### src/rtl/esprockell_out_port_tx.sv
// esprockell_out_port_tx: byte FIFO between the processor output port and an 8N1 UART transmitter.
// Latency: a write accepted into an empty FIFO with the line idle drives the start bit one cycle later.
// Backpressure: full_o stalls the processor; a write arriving while no slot is free is dropped and flagged on overflow_o.
module esprockell_out_port_tx #(
  parameter int CLKS_PER_BIT = 434,
  parameter int FIFO_DEPTH   = 8
) (
  input  logic               system1000,
  input  logic               system1000_rstn,
  input  logic               oen_i,
  input  logic signed [15:0] odata_i,
  output logic               full_o,
  output logic               busy_o,
  output logic               overflow_o,
  output logic               txd_o
);

  localparam int            AW        = $clog2(FIFO_DEPTH);
  localparam int            CW        = AW + 1;
  localparam logic [CW-1:0] DEPTH     = CW'(FIFO_DEPTH);
  localparam logic [15:0]   BAUD_LAST = 16'(CLKS_PER_BIT - 1);

  typedef enum logic [1:0] {
    IDLE,
    START,
    DATA,
    STOP
  } state_t;

  state_t        state;
  state_t        state_nxt;
  logic [15:0]   baud;
  logic [15:0]   baud_nxt;
  logic [2:0]    bit_idx;
  logic [2:0]    bit_nxt;
  logic [2:0]    bit_inc;
  logic [7:0]    shift;
  logic          baud_wrap;
  logic          txd_nxt;
  logic          pop;

  logic [7:0]    mem [FIFO_DEPTH];
  logic [AW-1:0] wr_ptr;
  logic [AW-1:0] rd_ptr;
  logic [CW-1:0] count;
  logic [CW-1:0] count_nxt;
  logic          push;
  logic          full_nxt;
  logic          busy_nxt;
  logic          ovf_nxt;

  // Only the low byte of the port value is ever sent; the upper byte is deliberately ignored.
  logic          unused_hi;
  assign unused_hi = ^odata_i[15:8];

  assign baud_wrap = (baud == BAUD_LAST);
  assign bit_inc   = bit_idx + 3'd1;

  // Transmit FSM: next state, baud/bit counters, next line level and the FIFO pop request.
  always_comb begin
    state_nxt = state;
    baud_nxt  = baud;
    bit_nxt   = bit_idx;
    txd_nxt   = txd_o;
    pop       = 1'b0;
    case (state)
      IDLE: begin
        txd_nxt = 1'b1;
        if (count != '0) begin
          pop       = 1'b1;
          baud_nxt  = 16'd0;
          state_nxt = START;
          txd_nxt   = 1'b0;
        end
      end
      START: begin
        if (baud_wrap) begin
          baud_nxt  = 16'd0;
          bit_nxt   = 3'd0;
          state_nxt = DATA;
          txd_nxt   = shift[0];
        end else begin
          baud_nxt = baud + 16'd1;
        end
      end
      DATA: begin
        if (baud_wrap) begin
          baud_nxt = 16'd0;
          if (bit_idx == 3'd7) begin
            state_nxt = STOP;
            txd_nxt   = 1'b1;
          end else begin
            bit_nxt = bit_inc;
            txd_nxt = shift[bit_inc];
          end
        end else begin
          baud_nxt = baud + 16'd1;
        end
      end
      STOP: begin
        // Returning to IDLE costs one cycle before the next pop, giving a 10*CLKS_PER_BIT+1 frame period.
        if (baud_wrap) begin
          baud_nxt  = 16'd0;
          state_nxt = IDLE;
          txd_nxt   = 1'b1;
        end else begin
          baud_nxt = baud + 16'd1;
        end
      end
      default: begin
        state_nxt = IDLE;
        baud_nxt  = 16'd0;
        txd_nxt   = 1'b1;
      end
    endcase
  end

  // FIFO occupancy and registered status flags; a pop in the same cycle frees a slot for a write into a full FIFO.
  always_comb begin
    push      = oen_i && ((count != DEPTH) || pop);
    ovf_nxt   = oen_i && !push;
    count_nxt = count;
    case ({push, pop})
      2'b10:   count_nxt = count + CW'(1);
      2'b01:   count_nxt = count - CW'(1);
      default: count_nxt = count;
    endcase
    full_nxt = (count_nxt == DEPTH);
    busy_nxt = (count_nxt != '0) || (state_nxt != IDLE);
  end

  // Transmitter registers; reset aborts any frame and returns the line high.
  always_ff @(posedge system1000) begin
    if (!system1000_rstn) begin
      state   <= IDLE;
      baud    <= 16'd0;
      bit_idx <= 3'd0;
      shift   <= 8'd0;
      txd_o   <= 1'b1;
    end else begin
      state   <= state_nxt;
      baud    <= baud_nxt;
      bit_idx <= bit_nxt;
      txd_o   <= txd_nxt;
      if (pop) begin
        shift <= mem[rd_ptr];
      end
    end
  end

  // FIFO pointers, count and status outputs; pointers wrap naturally since the depth is a power of two.
  always_ff @(posedge system1000) begin
    if (!system1000_rstn) begin
      wr_ptr     <= '0;
      rd_ptr     <= '0;
      count      <= '0;
      full_o     <= 1'b0;
      busy_o     <= 1'b0;
      overflow_o <= 1'b0;
    end else begin
      if (push) begin
        wr_ptr <= wr_ptr + AW'(1);
      end
      if (pop) begin
        rd_ptr <= rd_ptr + AW'(1);
      end
      count      <= count_nxt;
      full_o     <= full_nxt;
      busy_o     <= busy_nxt;
      overflow_o <= ovf_nxt;
    end
  end

  // FIFO storage; contents need no reset because count gates every read.
  always_ff @(posedge system1000) begin
    if (system1000_rstn && push) begin
      mem[wr_ptr] <= odata_i[7:0];
    end
  end

endmodule
### config.mk
export PLATFORM = sky130hd
export DESIGN_NAME = esprockell_out_port_tx
export DESIGN_NICKNAME = d
export VERILOG_FILES = /design/src/rtl/esprockell_out_port_tx.sv
export SDC_FILE = /design/constraint.sdc
export NUM_CORES = 1
export LEC_CHECK = 0
export ABC_CLOCK_PERIOD_IN_PS = 4500
export CORE_MARGIN = 5
export CORE_UTILIZATION = 55
export CTS_BUF_LIST = sky130_fd_sc_hd__clkbuf_16
export DETAILED_ROUTE_END_ITERATION = 16
export GPL_ROUTABILITY_DRIVEN = 0
export PLACE_DENSITY = 0.74
export SYNTH_ARGS = -nofsm -noshare
export SYNTH_HDL_FRONTEND = slang
export SYNTH_SLANG_ARGS = --single-unit
### constraint.sdc
create_clock -name system1000 -period 4.5 [get_ports system1000]
set_input_delay 1.125 -clock system1000 [delete_from_list [all_inputs] [get_ports system1000]]
set_output_delay 1.125 -clock system1000 [all_outputs]
set_load 0.05 [all_outputs]
# Word level (Yosys, flattened, before mapping)
# Memory sizes are Yosys's and may differ from the RTL's. A register that Yosys moved wholly into a read port is not among the register bits.
# Index checks and enable logic that the tools add are counted.
[totals] reg_bits=35 mem_bits_rw=64 inputBits=19 output_inout_bits=4 word_cells=73 memories=1
[classes] n_addsub=6 magnitude_cmp=1 eq_ne=14 muxes=26 reduce_logical=15
[mem_list] name="mem" words=8 width=8 read_ports=1 rd_ports_with_merged_regs=1 wr=1 line_no="42" source="logic [7:0] mem [FIFO_DEPTH];"
[ops] cell="$mux 16" n=2
[ops] cell="$pmux 16 s2" n=1
[ops] cell="$add 16x1->16 const B" n=1
[ops] cell="$eq 16x9->1 const B" n=1
[ops] cell="$mux 1" n=10
[ops] cell="$mux 2" n=5
[ops] cell="$ne 2x2->1 const B" n=5
[ops] cell="$add 3x1->3 const B" n=3
[ops] cell="$mux 3" n=3
[ops] cell="$pmux 2 s4" n=1
[ops] cell="$pmux 4 s2" n=1
[ops] cell="$reduce_bool 4->1" n=2
[ops] cell="$eq 2x2->1 const B" n=3
[ops] cell="$pmux 3 s2" n=1
[ops] cell="$add 4x1->4 const B" n=1
[ops] cell="$eq 2x1->1 const B" n=2
[ops] cell="$eq 4x4->1 const B" n=1
[ops] cell="$lt 3x4->1 const B" n=1
[ops] cell="$ne 4x4->1 const B" n=1
[ops] cell="$pmux 1 s4" n=1
[ops] cell="$reduce_and 4->1" n=1
[ops] cell="$reduce_bool 2->1" n=2
[ops] cell="$sub 4x1->4 const B" n=1
[ops] cell="$bmux 1 s3" n=1
[ops] cell="other kinds (7)" n=11

# Depth between registers and ports, before layout
[depth] ltp_word=9 ltp_mapped=11 mapped_depth_nobuf=9

# Worst setup path before layout
# Ideal clock, no wire load.
[synth_path] path_kind="input port to flip-flop" from="input oen_i" to="memory mem[0][0] (enable)" setup_time_ns=0.383 arrival_ns=2.561 t_required_ns=4.117 slack_ns=1.556 cell_stages=4 n_path_buf=1 path_cell_list="clkbuf_1 > nand2_1 > or3b_2 > nor3_1"
[synth_between] elab_chain_cells=4
[synth_rtl] element="start: declaration" line_no="10" source="input logic oen_i,"
[synth_rtl] element="$logic_and 1x1->1" line_no="120" source="push = oen_i && ((count != DEPTH) || pop);"
[synth_rtl] element="$logic_and 1x1->1" line_no="176" source="if (system1000_rstn && push) begin"
[synth_rtl] element="$mux 1" line_no="176"
[synth_rtl] element="$mux 1 (implied by the code)" line_no="177" source="mem[wr_ptr] <= odata_i[7:0];"
[synth_rtl] element="end: declaration" line_no="42"
# No other way between the ends.

# Worst setup path after layout
[layout_path] from="input oen_i" to="register full_o"
[layout_between] elab_chain_cells=4 word_cells_on_any_way=5 cone_classes="eq/ne: 3; mux: 1; reduce/logical: 1"
[layout_rtl] element="$logic_and 1x1->1 (*)" line_no="120"
[layout_rtl] element="$eq 2x1->1 / $eq 2x2->1 (equally long branches)" line_no="123" source="case ({push, pop})"
[layout_rtl] element="$pmux 4 s2 (*)" line_no="123"
[layout_rtl] element="$eq 4x4->1 (*)" line_no="128" source="full_nxt = (count_nxt == DEPTH);"
[layout_rtl] element="end signal: assignment" line_no="168" source="full_o <= full_nxt;"
[layout_rtl] element="end: declaration" line_no="12" source="output logic full_o,"
# Mark *: on every way between the ends. The rest lies on a longest branch, timed or not.
# A chain may end at the register's enable or synchronous reset.

==> metrics.txt <==
Final Total Pwr=2810 µW; final critical path time including I/O delays and setup=3.25 ns; Period Utilization, post-route=0.722; count of instances resized after the clock tree is built=0; max-capacitance violation count=0; transition time of the tightest slew-check pin=1.22 ns; Worst Setup Start Kind=input pin; total of hold buffers inserted after clock tree synthesis=0; row cnt=33; via count=2,993; final max-slew violation count=0; detailed-routing iteration count for the pre-antenna-repair pass=4; ratio of total power to cell area=536 nW/µm²; final cell count without fillers=493; cell with the biggest individual delay on the critical path=sky130_fd_sc_hd__clkdlybuf4s50_1; result of the run=completed; fraction of the mapped netlist area in adder cells=0.0256; Std-Cell Core Area=8260 µm²; area growth from synthesis to layout=11.8%; number of global-route vias before repair=2,913; cts bufs inserted=9; Longest Clk Path Bufs=2; Top Ports=23; Routed wire per std cell=17.7 µm; final cell area excluding filler cells=5250 µm²; upper clock frequency limit=308 MHz; setup bufs post-CTS=0; Placed Instance Area=4930 µm²; unique cell type count in the Yosys netlist=51; combinational family with the most area after synthesis=simple AND/OR/NAND/NOR gates; number of nets in the layout=411; total global routing overflow=0; RSZ-0062 raised after global routing=no; skew final=0.00747 ns; pin count of the biggest net entering global routing=24; wire length of the first global-routing pass=14,700 µm; category of the most critical setup path=input pin to flop; # placed instances=477; Cells after Synth=374; area of the die=10,500 µm²; Hold Violations, Final=0; cell area after synthesis=4690 µm²; die width=102 µm; clock tree sinks=107; compound-gate portion of the synthesized area=0.103; Post-Synthesis Net Count=402; Mean Syn Cell Area=12.5 µm²; DRC marker count from the first detailed-route iteration=115; worst slew slack as a fraction of its limit=0.181; Worst Path Required=4.78 ns; sequential fraction of the synthesis area=0.593; Routed WL=8740 µm; DRC Markers=0; proportion of layout cells with a drive suffix above 1=0.137; multiplexer fraction of the synthesized cell area=0.112; number of H-tree levels=3; arrival time of the worst setup path=3.53 ns; total of buffers placed on input and output ports=14; number of vias per cell=6.07; number of antenna violations at the first check in global routing=0; xor/xnor share of the synthesized area=0.0131; clock slew at the register clock pins of the worst setup and hold paths=0.08 ns; effective utilization at floorplan=0.568; CP Capture Type=flop; leakage=0.00177 µW; Final Setup Violations=0; Clock Root Buffer=sky130_fd_sc_hd__clkbuf_16; setup tns final=0 ns; Max rail drop VDD=0.254 mV; Post-synth EDFFs=64; clock tree from TritonCTS=yes; Synth Register Bits=107; Synth Flop Type=sky130_fd_sc_hd__edfxtp_1; Worst Hold Class=flop to flop; critical path's largest stage delay=0.42 ns; count of inserted antenna diode cells=0; worst hold margin=0.486 ns; post-route antenna net violation count=0; ys async rst share=0; CP max FO=13; Tot GR Track Use=0.184; cells traversed along the worst timing path=clkdlybuf4s50_1 > buf_4 > or3_1 > inv_1 > ha_1 > a21oi_1 > and2_1 > o32ai_1 > o22a_1 > nor3b_1; fraction of the mapped netlist area in simple logic gates=0.124; count of yosys warnings during synthesis=0; HPWL Detailed=5710 µm; Die Span Y=102 µm; Clk Latency, worst-skew pair=0.35 ns
sequential cells by signal (all words and copies together) (netlist names), 2 cells and up:
register / cells
wr_ptr: 3
baud: 16
count: 4
shift: 8
mem: 64
bit_idx: 3
rd_ptr: 3
state: 2
report_power, final:
part / switching (µW) / internal [µW] / total (µW) / leakage [µW]
clock: 407 / 405 / 812 / 0.000154
sequential: 93.5 / 1110 / 1210 / 0.000929
combinational: 453 / 337 / 789 / 0.000684
total: 953 / 1860 / 2810 / 0.00177
cell usage after synthesis, types with 2 or more instances:
| cell | count | area (µm²) |
|---|---|---|
| sky130_fd_sc_hd__a41oi_1 | 2 | 17.5 |
| sky130_fd_sc_hd__mux4_2 | 17 | 383 |
| sky130_fd_sc_hd__buf_2 | 3 | 15.0 |
| sky130_fd_sc_hd__nand2b_1 | 3 | 18.8 |
| sky130_fd_sc_hd__xor2_1 | 4 | 35.0 |
| sky130_fd_sc_hd__a211oi_1 | 10 | 75.1 |
| sky130_fd_sc_hd__xnor2_1 | 3 | 26.3 |
| sky130_fd_sc_hd__nand3_1 | 12 | 60.1 |
| sky130_fd_sc_hd__edfxtp_1 | 64 | 1920 |
| sky130_fd_sc_hd__nand2_1 | 22 | 82.6 |
| sky130_fd_sc_hd__clkbuf_1 | 18 | 67.6 |
| sky130_fd_sc_hd__ha_1 | 8 | 100 |
| sky130_fd_sc_hd__nor3_1 | 9 | 45.0 |
| sky130_fd_sc_hd__a31oi_1 | 8 | 50.1 |
| sky130_fd_sc_hd__or4_4 | 2 | 22.5 |
| sky130_fd_sc_hd__and4_1 | 2 | 17.5 |
| sky130_fd_sc_hd__buf_1 | 2 | 7.51 |
| sky130_fd_sc_hd__and2_1 | 2 | 12.5 |
| sky130_fd_sc_hd__or3_1 | 2 | 12.5 |
| sky130_fd_sc_hd__or3b_2 | 2 | 17.5 |
| sky130_fd_sc_hd__and3_1 | 4 | 25.0 |
| sky130_fd_sc_hd__o211a_1 | 5 | 50.1 |
| sky130_fd_sc_hd__nor2_1 | 46 | 173 |
| sky130_fd_sc_hd__dfxtp_1 | 43 | 861 |
| sky130_fd_sc_hd__a311oi_1 | 7 | 61.3 |
| sky130_fd_sc_hd__inv_1 | 7 | 26.3 |
| sky130_fd_sc_hd__nor4_1 | 2 | 12.5 |
| sky130_fd_sc_hd__mux2i_1 | 13 | 130 |
| sky130_fd_sc_hd__nand4_1 | 5 | 31.3 |
| sky130_fd_sc_hd__o21ai_0 | 10 | 50.1 |
| sky130_fd_sc_hd__a21oi_1 | 16 | 80.1 |
| sky130_fd_sc_hd__buf_6 | 2 | 22.5 |
through the flow:
stage / setup slack [ns] / utilization
after detailed placement: 0.901 / 0.597
after CTS: 1.28 / 0.635
after global placement: 0.976 / 0.597
final: 1.25 / 0.635
after floorplan: 1.56 / -
after global routing: 1.14 / 0.635
cells by family (layout without fill, tap and decap cells):
family | after synthesis | in the layout
and+or+nand+nor | 120 | 120
DFF | 107 | 107
AOI/OAI and AO/OA | 68 | 68
buffers and inverters | 32 | 46
muxes | 31 | 31
adders and majority gates | 9 | 9
xor gates and xnor gates | 7 | 7
critical path, delay by kind of cell:
family / cells / cell delay (ns)
AOI/OAI and AO/OA: 3 / 0.62
adders and majority gates: 1 / 0.27
buffers and inverters: 3 / 0.72
and+or+nand+nor: 3 / 0.78
worst paths after layout:
check                                              from                 endpoint  slack (ns)  depth (start not counted)
worst min register to register  bit_idx[2]$_SDFFE_PN0P_  bit_idx[2]$_SDFFE_PN0P_        0.49                          2
worst min-delay path            bit_idx[2]$_SDFFE_PN0P_  bit_idx[2]$_SDFFE_PN0P_        0.49                          2
worst max-delay path                              oen_i        full_o$_SDFF_PN0_        1.25                         10
worst max register to register      count[0]$_SDFF_PN0_        busy_o$_SDFF_PN0_        1.72                          9
final cells by class:
type	count	area, µm²
Multi-Input combinational cell	235	1780
Clock inverter	7	93.8
Inverter	7	26.3
Tap cell	105	131
Sequential cell	107	2780
Fill cell	623	3010
Clock buffer	9	225
Timing Repair Buffer	23	208
layout by cell type, fill, tap and decap left out, drive strengths merged, types with 10 or more instances in the layout:
master         netlist  routed
clkdlybuf4s50        0      14
a21oi               16      16
nor2                46      46
edfxtp              64      64
inv                  7      11
a211oi              10      10
nand2               22      22
dfxtp               43      43
o21ai               11      11
mux4                17      17
mux2i               13      13
nand3               12      12
layer usage:
metal  share of wire  wire (µm)  global-route usage  up-vias
li1                -          -                   -     1438
met1            0.45       3970               0.257     1469
met2            0.48       4220               0.284       71
met3           0.045        396              0.0410       15
met4           0.017        150              0.0646        0
met5               0          0                   0        -
(Power assumes the default switching activity.)
